$ cat config.mk
export PLATFORM = sky130hd
export DESIGN_NAME = voice_xfade
export DESIGN_NICKNAME = d
export VERILOG_FILES = /design/src/rtl/voice_pkg.sv /design/src/rtl/xfade_gain_ctr.sv /design/src/rtl/voice_xfade.sv
export SDC_FILE = /design/constraint.sdc
export NUM_CORES = 1
export LEC_CHECK = 0
export ABC_AREA = 1
export BUFFER_PORTS_ARGS = -buffer_cell sky130_fd_sc_hd__buf_2
export CORE_MARGIN = 4
export CORE_UTILIZATION = 60
export CTS_BUF_LIST = sky130_fd_sc_hd__clkbuf_8 sky130_fd_sc_hd__clkbuf_16
export DETAILED_ROUTE_END_ITERATION = 10
export GPL_ROUTABILITY_DRIVEN = 0
export GPL_TIMING_DRIVEN = 0
export PLACE_DENSITY = 0.78
export REMOVE_ABC_BUFFERS = 1
export SLEW_MARGIN = 20
export SYNTH_ARGS = -nofsm -noshare
export SYNTH_HDL_FRONTEND = slang
export SYNTH_SLANG_ARGS = --single-unit
$ cat constraint.sdc
create_clock -name clk -period 6.9 [get_ports clk]
set_input_delay 1.38 -clock clk [delete_from_list [all_inputs] [get_ports clk]]
set_output_delay 1.38 -clock clk [all_outputs]
set_load 0.01 [all_outputs]
$ cat src/rtl/voice_pkg.sv
// voice_pkg: types and constants shared across the voice-change chain.
package voice_pkg;

    localparam int SAMPLE_W          = 16;
    localparam int RAMP_LOG2_DEFAULT = 6;

    typedef enum logic [1:0] {
        XF_DRY,
        XF_RAMP_UP,
        XF_WET,
        XF_RAMP_DN
    } xf_state_e;

endpackage

$ cat src/rtl/xfade_gain_ctr.sv
// xfade_gain_ctr: bounded up/down crossfade gain counter (0..2^RAMP_LOG2).
// It steps once per strobe toward the requested path. It also decodes the
// crossfade state from the gain and the latched request, and drives busy.
module xfade_gain_ctr
    import voice_pkg::*;
#(
    parameter int RAMP_LOG2 = RAMP_LOG2_DEFAULT
) (
    input  logic               clk,
    input  logic               rst_n,
    input  logic               strobe_i,
    input  logic               dir_i,
    output logic [RAMP_LOG2:0] gain_o,
    output logic               busy_o
);

    localparam int             G_W  = RAMP_LOG2 + 1;
    localparam logic [G_W-1:0] GMAX = G_W'(1) << RAMP_LOG2;

    logic [G_W-1:0] gain_q, gain_d;
    logic           req_q, req_d;
    xf_state_e      state_q, state_d;

    // Step the gain on a strobe, latch the request and decode the next state.
    always_comb begin
        // NOTE: every signal driven here gets a default first, so no latch can be inferred.
        gain_d  = gain_q;
        req_d   = req_q;
        state_d = state_q;
        if (strobe_i) begin
            req_d = dir_i;
            if (dir_i && (gain_q != GMAX)) begin
                gain_d = gain_q + G_W'(1);
            end else if (!dir_i && (gain_q != '0)) begin
                gain_d = gain_q - G_W'(1);
            end
        end
        if (req_d) begin
            state_d = (gain_d == GMAX) ? XF_WET : XF_RAMP_UP;
        end else begin
            state_d = (gain_d == '0) ? XF_DRY : XF_RAMP_DN;
        end
    end

    // Gain, request and state registers.
    always_ff @(posedge clk or negedge rst_n) begin
        if (!rst_n) begin
            gain_q  <= '0;
            req_q   <= 1'b0;
            state_q <= XF_DRY;
        end else begin
            // NOTE: non-blocking assignments make every register sample pre-edge values.
            gain_q  <= gain_d;
            req_q   <= req_d;
            state_q <= state_d;
        end
    end

    assign gain_o = gain_q;
    assign busy_o = (state_q == XF_RAMP_UP) || (state_q == XF_RAMP_DN);

endmodule

$ cat src/rtl/voice_xfade.sv
// voice_xfade: click-free linear crossfade between the dry and wet sample paths.
// Stage 1 weights both paths by the gain. Stage 2 sums the products and
// rescales the result.
// Optional macro VOICE_XFADE_ROUND_EN: round half up before the rescale
// (default: arithmetic-shift truncation toward minus infinity).
module voice_xfade
    import voice_pkg::*;
#(
    parameter int RAMP_LOG2 = RAMP_LOG2_DEFAULT
) (
    input  logic                clk,
    input  logic                reset,
    input  logic                sample,
    input  logic [SAMPLE_W-1:0] dry_in,
    input  logic [SAMPLE_W-1:0] wet_in,
    input  logic                change_en,
    output logic [SAMPLE_W-1:0] mix_out,
    output logic                out_valid,
    output logic                busy
);

    localparam int             G_W  = RAMP_LOG2 + 1;
    localparam int             S_W  = SAMPLE_W + RAMP_LOG2 + 1;
    localparam logic [G_W-1:0] GMAX = G_W'(1) << RAMP_LOG2;
`ifdef VOICE_XFADE_ROUND_EN
    localparam logic signed [S_W-1:0] RND = S_W'(1) << (RAMP_LOG2 - 1);
`else
    localparam logic signed [S_W-1:0] RND = '0;
`endif

    logic [G_W-1:0]        gain;
    logic signed [S_W-1:0] p_w_q, p_w_d, p_d_q, p_d_d, sum;
    logic                  vld1_q, out_valid_q;
    logic [SAMPLE_W-1:0]   mix_q, mix_d;

    xfade_gain_ctr #(
        .RAMP_LOG2 (RAMP_LOG2)
    ) u_gain_ctr (
        .clk      (clk),
        .rst_n    (reset),
        .strobe_i (sample),
        .dir_i    (change_en),
        .gain_o   (gain),
        .busy_o   (busy)
    );

    // Stage 1: weight both paths with the gain in effect before this strobe.
    always_comb begin
        p_w_d = p_w_q;
        p_d_d = p_d_q;
        if (sample) begin
            p_w_d = S_W'(signed'(wet_in)) * signed'(S_W'(gain));
            p_d_d = S_W'(signed'(dry_in)) * signed'(S_W'(GMAX - gain));
        end
    end

    // Stage 2: convex sum rescaled by GMAX; always in range, so no saturation.
    always_comb begin
        sum   = p_w_q + p_d_q + RND;
        mix_d = vld1_q ? SAMPLE_W'(sum >>> RAMP_LOG2) : mix_q;
    end

    // Pipeline registers; the valid flag travels two edges behind the strobe.
    always_ff @(posedge clk or negedge reset) begin
        if (!reset) begin
            p_w_q       <= '0;
            p_d_q       <= '0;
            vld1_q      <= 1'b0;
            mix_q       <= '0;
            out_valid_q <= 1'b0;
        end else begin
            p_w_q       <= p_w_d;
            p_d_q       <= p_d_d;
            vld1_q      <= sample;
            mix_q       <= mix_d;
            out_valid_q <= vld1_q;
        end
    end

    assign mix_out   = mix_q;
    assign out_valid = out_valid_q;

endmodule

Word level (Yosys, flattened, before mapping)
Cells that the tools add are included.
{"block": "word_totals", "ff_bits": 72, "in_bits": 36, "wordCells": 31, "output_inout_bits": 18}
{"block": "op_classes", "mux": 7, "mul": 2, "n_eq_ne": 4, "add_sub_neg": 4, "n_reduce_logical": 6}
{"cell": "multiplier 16 x 8 -> 22 bit", "count": 2}
{"cell": "adder 22 bit", "count": 1}
{"cell": "2-to-1 mux 7 bit", "count": 3}
{"cell": "subtractor 7 x 7 -> 8 bit (first input constant)", "count": 1}
{"cell": "adder 7 x 1 -> 7 bit (second input constant)", "count": 1}
{"cell": "== test 7 bit (second input constant)", "count": 1}
{"cell": "logical NOT 7 bit", "count": 1}
{"cell": "inequality test 7 bit (second input constant)", "count": 1}
{"cell": "nonzero test 7 bit", "count": 1}
{"cell": "subtractor 7 x 1 -> 7 bit (second input constant)", "count": 1}
{"cell": "2-to-1 mux 2 bit", "count": 3}
{"cell": "== test 2 x 1 -> 1 bit (second input constant)", "count": 1}
{"cell": "== test 2 bit (second input constant)", "count": 1}
{"cell": "logical AND 1 bit", "count": 2}
{"cell": "logical NOT 1 bit", "count": 1}
{"cell": "logical OR 1 bit", "count": 1}
{"cell": "2-to-1 mux 1 bit", "count": 1}

Depth between registers and ports, before layout
{"block": "logic_depth", "ltp_word": 8, "ltp_mapped": 29}

Cells and area by module
From an unflattened synthesis, not the netlist that was laid out.
{"block": "unflattened", "hier_cells": 1784, "area_unflattened_um2": 12957.4}
{"mod": "voice_xfade", "instances": 1, "seq_area_each_um2": 1551.5, "cells_per_inst": 1643, "area_each_um2": 12036.5}
{"mod": "xfade_gain_ctr", "instances": 1, "seq_area_each_um2": 225.2, "cells_per_inst": 141, "area_each_um2": 920.9}

Least setup slack after synthesis
OpenSTA, ideal clock, no wires.
{"block": "synth_timing", "path_kind": "input-to-reg", "startpoint": "in dry_in[14]", "endpoint": "reg p_d_q[17]", "cell_stages": 18, "setup_slack_ps": 1943, "n_path_buf": 0, "arrival_ps": 4839, "required_ps": 6782, "path_cell_list": "inv_1 > nor2_1 > fa_1 > inv_1 > fa_1 > inv_1 > fa_1 > inv_1 > fa_1 > inv_1 > ha_1 > a21o_1 > o21bai_1 > nor2_1 > nand2_1 > or2_2 > nand3_1 > nand2_1"}
{"block": "synth_between", "elab_chain_len": 1}
{"element": "from (decl)", "line_no": "voice_xfade.sv:14", "rtl": "input logic [SAMPLE_W-1:0] dry_in,"}
{"element": "multiplier 16 x 8 -> 22 bit", "line_no": "voice_xfade.sv:53", "rtl": "p_d_d = S_W'(signed'(dry_in)) * signed'(S_W'(GMAX - gain));"}
{"element": "to (signal assigned)", "line_no": "voice_xfade.sv:73", "rtl": "p_d_q <= p_d_d;"}
{"element": "to (decl)", "line_no": "voice_xfade.sv:32", "rtl": "logic signed [S_W-1:0] p_w_q, p_w_d, p_d_q, p_d_d, sum;"}
Every way passes these cells.
A chain may end at the register's enable or synchronous reset.

Worst setup path in the final report
{"block": "layout_timing", "startpoint": "reg u_gain_ctr.gain_q[0], in the netlist u_gain_ctr.gain_o[0]", "endpoint": "reg p_d_q[21]"}
{"block": "layout_between", "elab_chain_len": 2}
{"element": "from (decl)", "line_no": "xfade_gain_ctr.sv:20", "rtl": "logic [G_W-1:0] gain_q, gain_d;"}
{"element": "from (signal assigned)", "line_no": "xfade_gain_ctr.sv:53", "rtl": "gain_q <= gain_d;"}
{"element": "subtractor 7 x 7 -> 8 bit", "line_no": "voice_xfade.sv:53"}
{"element": "multiplier 16 x 8 -> 22 bit", "line_no": "voice_xfade.sv:53"}
Every way passes these cells.

==> flow_summary.html <==
<table>
<tr><th>Metric</th><th>Value</th></tr>
<tr><th colspan="2">CTS</th></tr>
<tr><td>CTS root buffer</td><td>sky130_fd_sc_hd__clkbuf_16</td></tr>
<tr><td>Clock tree from TritonCTS</td><td>done</td></tr>
<tr><td>Skew-Pair Late Insertion Delay</td><td>about 350 ps</td></tr>
<tr><td>Number of clock buffers inserted by TritonCTS</td><td>9</td></tr>
<tr><td>Maximum number of buffers from clock root to sink</td><td>2</td></tr>
<tr><td># H-tree levels</td><td>3</td></tr>
<tr><td>Setup repair bufs after CTS</td><td>0</td></tr>
<tr><td>Total of hold buffers inserted after clock tree synthesis</td><td>0</td></tr>
<tr><td>CTS-repair resized insts</td><td>0</td></tr>
<tr><td>Number of sinks handled by clock tree synthesis</td><td>between 70 and 80</td></tr>
<tr><td>Clk pin slew, worst setup/hold paths</td><td>60 ps</td></tr>
<tr><th colspan="2">Floorplan</th></tr>
<tr><td>Die Outline Area</td><td>23600 µm²</td></tr>
<tr><td>X dimension of the die</td><td>approximately 150 µm</td></tr>
<tr><td>I/O pin cnt</td><td>54</td></tr>
<tr><td>Initial core utilization</td><td>between 60% and 70%</td></tr>
<tr><td>Area of the core region</td><td>approximately 21000 µm²</td></tr>
<tr><td>Std cell rows</td><td>between 50 and 60</td></tr>
<tr><td>Die height</td><td>154 µm</td></tr>
<tr><th colspan="2">Final layout</th></tr>
<tr><td>Share of post-route cells with drive strength above 1</td><td>under 10%</td></tr>
<tr><td>Nets</td><td>around 2100</td></tr>
<tr><td>Most frequent cells in the layout</td><td>sky130_fd_sc_hd__nand2_1, sky130_fd_sc_hd__inv_1, sky130_fd_sc_hd__fa_1</td></tr>
<tr><td>Area Overhead vs Synth</td><td>6.38%</td></tr>
<tr><td>Most common cell after layout, fill and taps aside</td><td>sky130_fd_sc_hd__nand2_1</td></tr>
<tr><td>Diode insertion count for antenna repair</td><td>0</td></tr>
<tr><th colspan="2">Critical path</th></tr>
<tr><td>Worst stage delay on the critical path</td><td>approximately 880 ps</td></tr>
<tr><td>Endpoint kind of the worst setup timing path</td><td>flop</td></tr>
<tr><td>Top cell by count, worst path</td><td>sky130_fd_sc_hd__nand2_1</td></tr>
<tr><td>Kind of critical path</td><td>flop to flop</td></tr>
<tr><td>Data arrival time of the critical path</td><td>~6400 ps</td></tr>
<tr><td>Sequence of cells on the critical path</td><td>inv_2 -&gt; ha_1 -&gt; nand2_1 -&gt; nor2_2 -&gt; nand2_1 -&gt; nand2_1 -&gt; inv_1 -&gt; nand2_1 -&gt; fa_1 -&gt; inv_1 -&gt; fa_1 -&gt; fa_1 -&gt; inv_1 -&gt; fa_1 -&gt; inv_1 -&gt; ha_1 -&gt; a21o_1 -&gt; o21bai_1 -&gt; a21oi_1 -&gt; nand2_1 -&gt; nor2_1 -&gt; nand3_1 -&gt; nand3_1 -&gt; nand2_1</td></tr>
<tr><td>Reg-to-reg slack, setup</td><td>between 700 and 800 ps</td></tr>
<tr><td>Critical path fanouts, max</td><td>36</td></tr>
<tr><td>Slowest CP cell</td><td>sky130_fd_sc_hd__dfrtp_2</td></tr>
<tr><td>Kind of cell adding the most delay to the critical path</td><td>adder cells</td></tr>
<tr><td>Data required time of the worst path</td><td>between 7000 and 8000 ps</td></tr>
<tr><td>Startpoint of the most critical register-to-register path</td><td>u_gain_ctr.gain_o[0]$_DFF_PN0_</td></tr>
<tr><td>Worst setup path startpoint</td><td>u_gain_ctr.gain_o[0]$_DFF_PN0_</td></tr>
<tr><td>Crit path launch type</td><td>flop</td></tr>
<tr><td>Combined buffer and inverter count along the critical path</td><td>5</td></tr>
<tr><th colspan="2">Run status</th></tr>
<tr><td>Status</td><td>completed</td></tr>
<tr><th colspan="2">Synth</th></tr>
<tr><td>Total of warnings raised by yosys</td><td>0</td></tr>
<tr><td>Synthesized netlist cell count</td><td>between 1500 and 2000</td></tr>
<tr><td>Sequential fraction of the synthesis area</td><td>13.9%</td></tr>
<tr><td>Post-synthesis instance area</td><td>between 10000 and 15000 µm²</td></tr>
<tr><td>Dominant register cell in the synthesized netlist</td><td>sky130_fd_sc_hd__dfrtp_1</td></tr>
<tr><td>Mapped Avg Cell Area</td><td>roughly 7 µm²</td></tr>
<tr><td>Ys async rst share</td><td>100%</td></tr>
<tr><td>Number of enable-type register cells in the synthesized netlist</td><td>0</td></tr>
<tr><td>Count of state elements after synthesis</td><td>71</td></tr>
<tr><td>Library cells used by synthesis</td><td>39</td></tr>
<tr><th colspan="2">Timing</th></tr>
<tr><td>Max-slew violation total from the final report</td><td>0</td></tr>
<tr><td>Setup repair after global routing missed its margin</td><td>false</td></tr>
<tr><td>Post-layout minimum cycle time</td><td>about 6200 ps</td></tr>
<tr><td>Final setup skew</td><td>9.37 ps</td></tr>
<tr><td>Final hold violation count</td><td>0</td></tr>
<tr><td>Total negative slack for setup checks</td><td>0 ps</td></tr>
<tr><td>Number of setup violations in the final report</td><td>0</td></tr>
<tr><td>Transition time of the tightest slew-check pin</td><td>1110 ps</td></tr>
<tr><td>Worst slew margin</td><td>a little over a quarter</td></tr>
<tr><td>Post-route fraction of the period consumed by the critical path</td><td>between 80% and 90%</td></tr>
<tr><td>Timing-limited maximum frequency</td><td>162 MHz</td></tr>
<tr><th colspan="2">Placement</th></tr>
<tr><td>Dpl hpwl</td><td>roughly 25 mm</td></tr>
<tr><td>Number of input and output port buffers inserted</td><td>53</td></tr>
<tr><th colspan="2">Worst hold path</th></tr>
<tr><td>Hold Crit Start</td><td>mix_out[6]$_DFFE_PN0P_</td></tr>
<tr><td>Min-delay worst type</td><td>flop to flop</td></tr>
<tr><th colspan="2">Drt</th></tr>
<tr><td>Final routed wirelength across all metal layers</td><td>29.3 mm</td></tr>
<tr><td>Remaining DRCs</td><td>0</td></tr>
<tr><td>First-pass detailed-route iteration total</td><td>5</td></tr>
<tr><td>Post-route antenna net violation count</td><td>0</td></tr>
<tr><td>Avg WL per Cell</td><td>between 10 and 15 µm</td></tr>
<tr><td>Vias/cell</td><td>about 5.3</td></tr>
<tr><td>Violation count after the first detailed-routing iteration</td><td>705</td></tr>
<tr><td>Total number of vias</td><td>about 11000</td></tr>
<tr><th colspan="2">Global route</th></tr>
<tr><td>Antenna violations before repair</td><td>0</td></tr>
<tr><td>Remaining global-route overflow</td><td>0</td></tr>
<tr><td>Vias in the first global route</td><td>around 11000</td></tr>
<tr><td>Global-route wire length before repair</td><td>just over 50 mm</td></tr>
<tr><td>Overall fraction of global-route tracks in use</td><td>26.0%</td></tr>
<tr><td>Maximum number of pins on one net before global-route repair</td><td>51</td></tr>
<tr><th colspan="2">Flow run</th></tr>
<tr><td>Number of max-cap violations</td><td>0</td></tr>
</table>
[kinds of logic (layout without fill, tap and decap cells)]
family | Yosys count | count (layout) | share of synthesized area, %
adders and majority gates | 286 | 286 | 38.5
buffers and inverters | 486 | 521 | 14.5
and+or+nand+nor | 751 | 751 | 24.0
AOI/OAI and AO/OA | 158 | 158 | 7.07
xor gates and xnor gates | 30 | 30 | 2.06
DFF | 71 | 71 | 13.9
[area by class of cell]
cell class	count	area, µm²
Multi-Input combinational cell	1225	9130
Sequential cell	71	1780
Timing Repair Buffer	55	315
Clock inverter	6	68.8
Inverter	450	1690
Tap cell	275	344
Fill cell	1923	7390
Clock buffer	10	239
[sequential cells by signal, indices dropped and copies added, names as in the netlist]
register and flops:
mix_out 16, out_valid 1, p_d_q 22, p_w_q 22, u_gain_ctr.gain_o 7, u_gain_ctr.req_q 1, u_gain_ctr.state_q 1, vld1_q 1
[worst min-delay path: cells and delay by family, from the launching register on]
kind / cells / cell delay, ps
flops: 1 / 330
simple gates: 2 / 100
[per-stage QoR]
stage               instance area [µm²]  worst slack, ps  util [%]  cells  hold slack, ps
floorplan                         12600             1650         -   1746             446
global placement                  13200              297      63.0   2074             457
detailed placement                13300              751      63.3   2076             460
CTS                               13600              725      64.7   2092             476
global route                      13600              237      64.7   2092             500
finish                            13600              718      64.7   2092             469
[per-layer routing]
metal	global-route usage [%]	part of all wire, %	vias to the layer above
met5	0	0	-
met4	7.57	1.9	0
met3	2.93	5.6	52
met2	45.9	49	369
met1	34.0	43	5175
li1	-	-	5393
[Yosys cell counts (all sizes together), types with 10 or more instances]
master | instances | area, µm²
or2 | 10 | 62.6
nand2 | 480 | 1820
a21oi | 51 | 255
nand3 | 75 | 380
o21ai | 57 | 289
clkbuf | 22 | 82.6
inv | 449 | 1690
xnor2 | 16 | 140
fa | 177 | 3540
dfrtp | 71 | 1780
nor2 | 151 | 587
nand4 | 18 | 113
ha | 109 | 1360
a31oi | 17 | 106
nor3 | 12 | 60.1
xor2 | 14 | 123
o21bai | 12 | 90.1
buf | 14 | 72.6
[final timing paths]
kind                       cells past startpoint                        endpoint
max                                           24           p_d_q[21]$_DFFE_PN0P_
min                                            2          mix_out[6]$_DFFE_PN0P_
max reg2reg                                   24           p_d_q[21]$_DFFE_PN0P_
min reg2reg                                    2          mix_out[6]$_DFFE_PN0P_
max in group asynchronous                      2  u_gain_ctr.gain_o[0]$_DFF_PN0_
min in group asynchronous                      1            p_w_q[1]$_DFFE_PN0P_
Power is not shown: default switching activity piles up to over one toggle a cycle in this logic, so the estimate is an artifact.
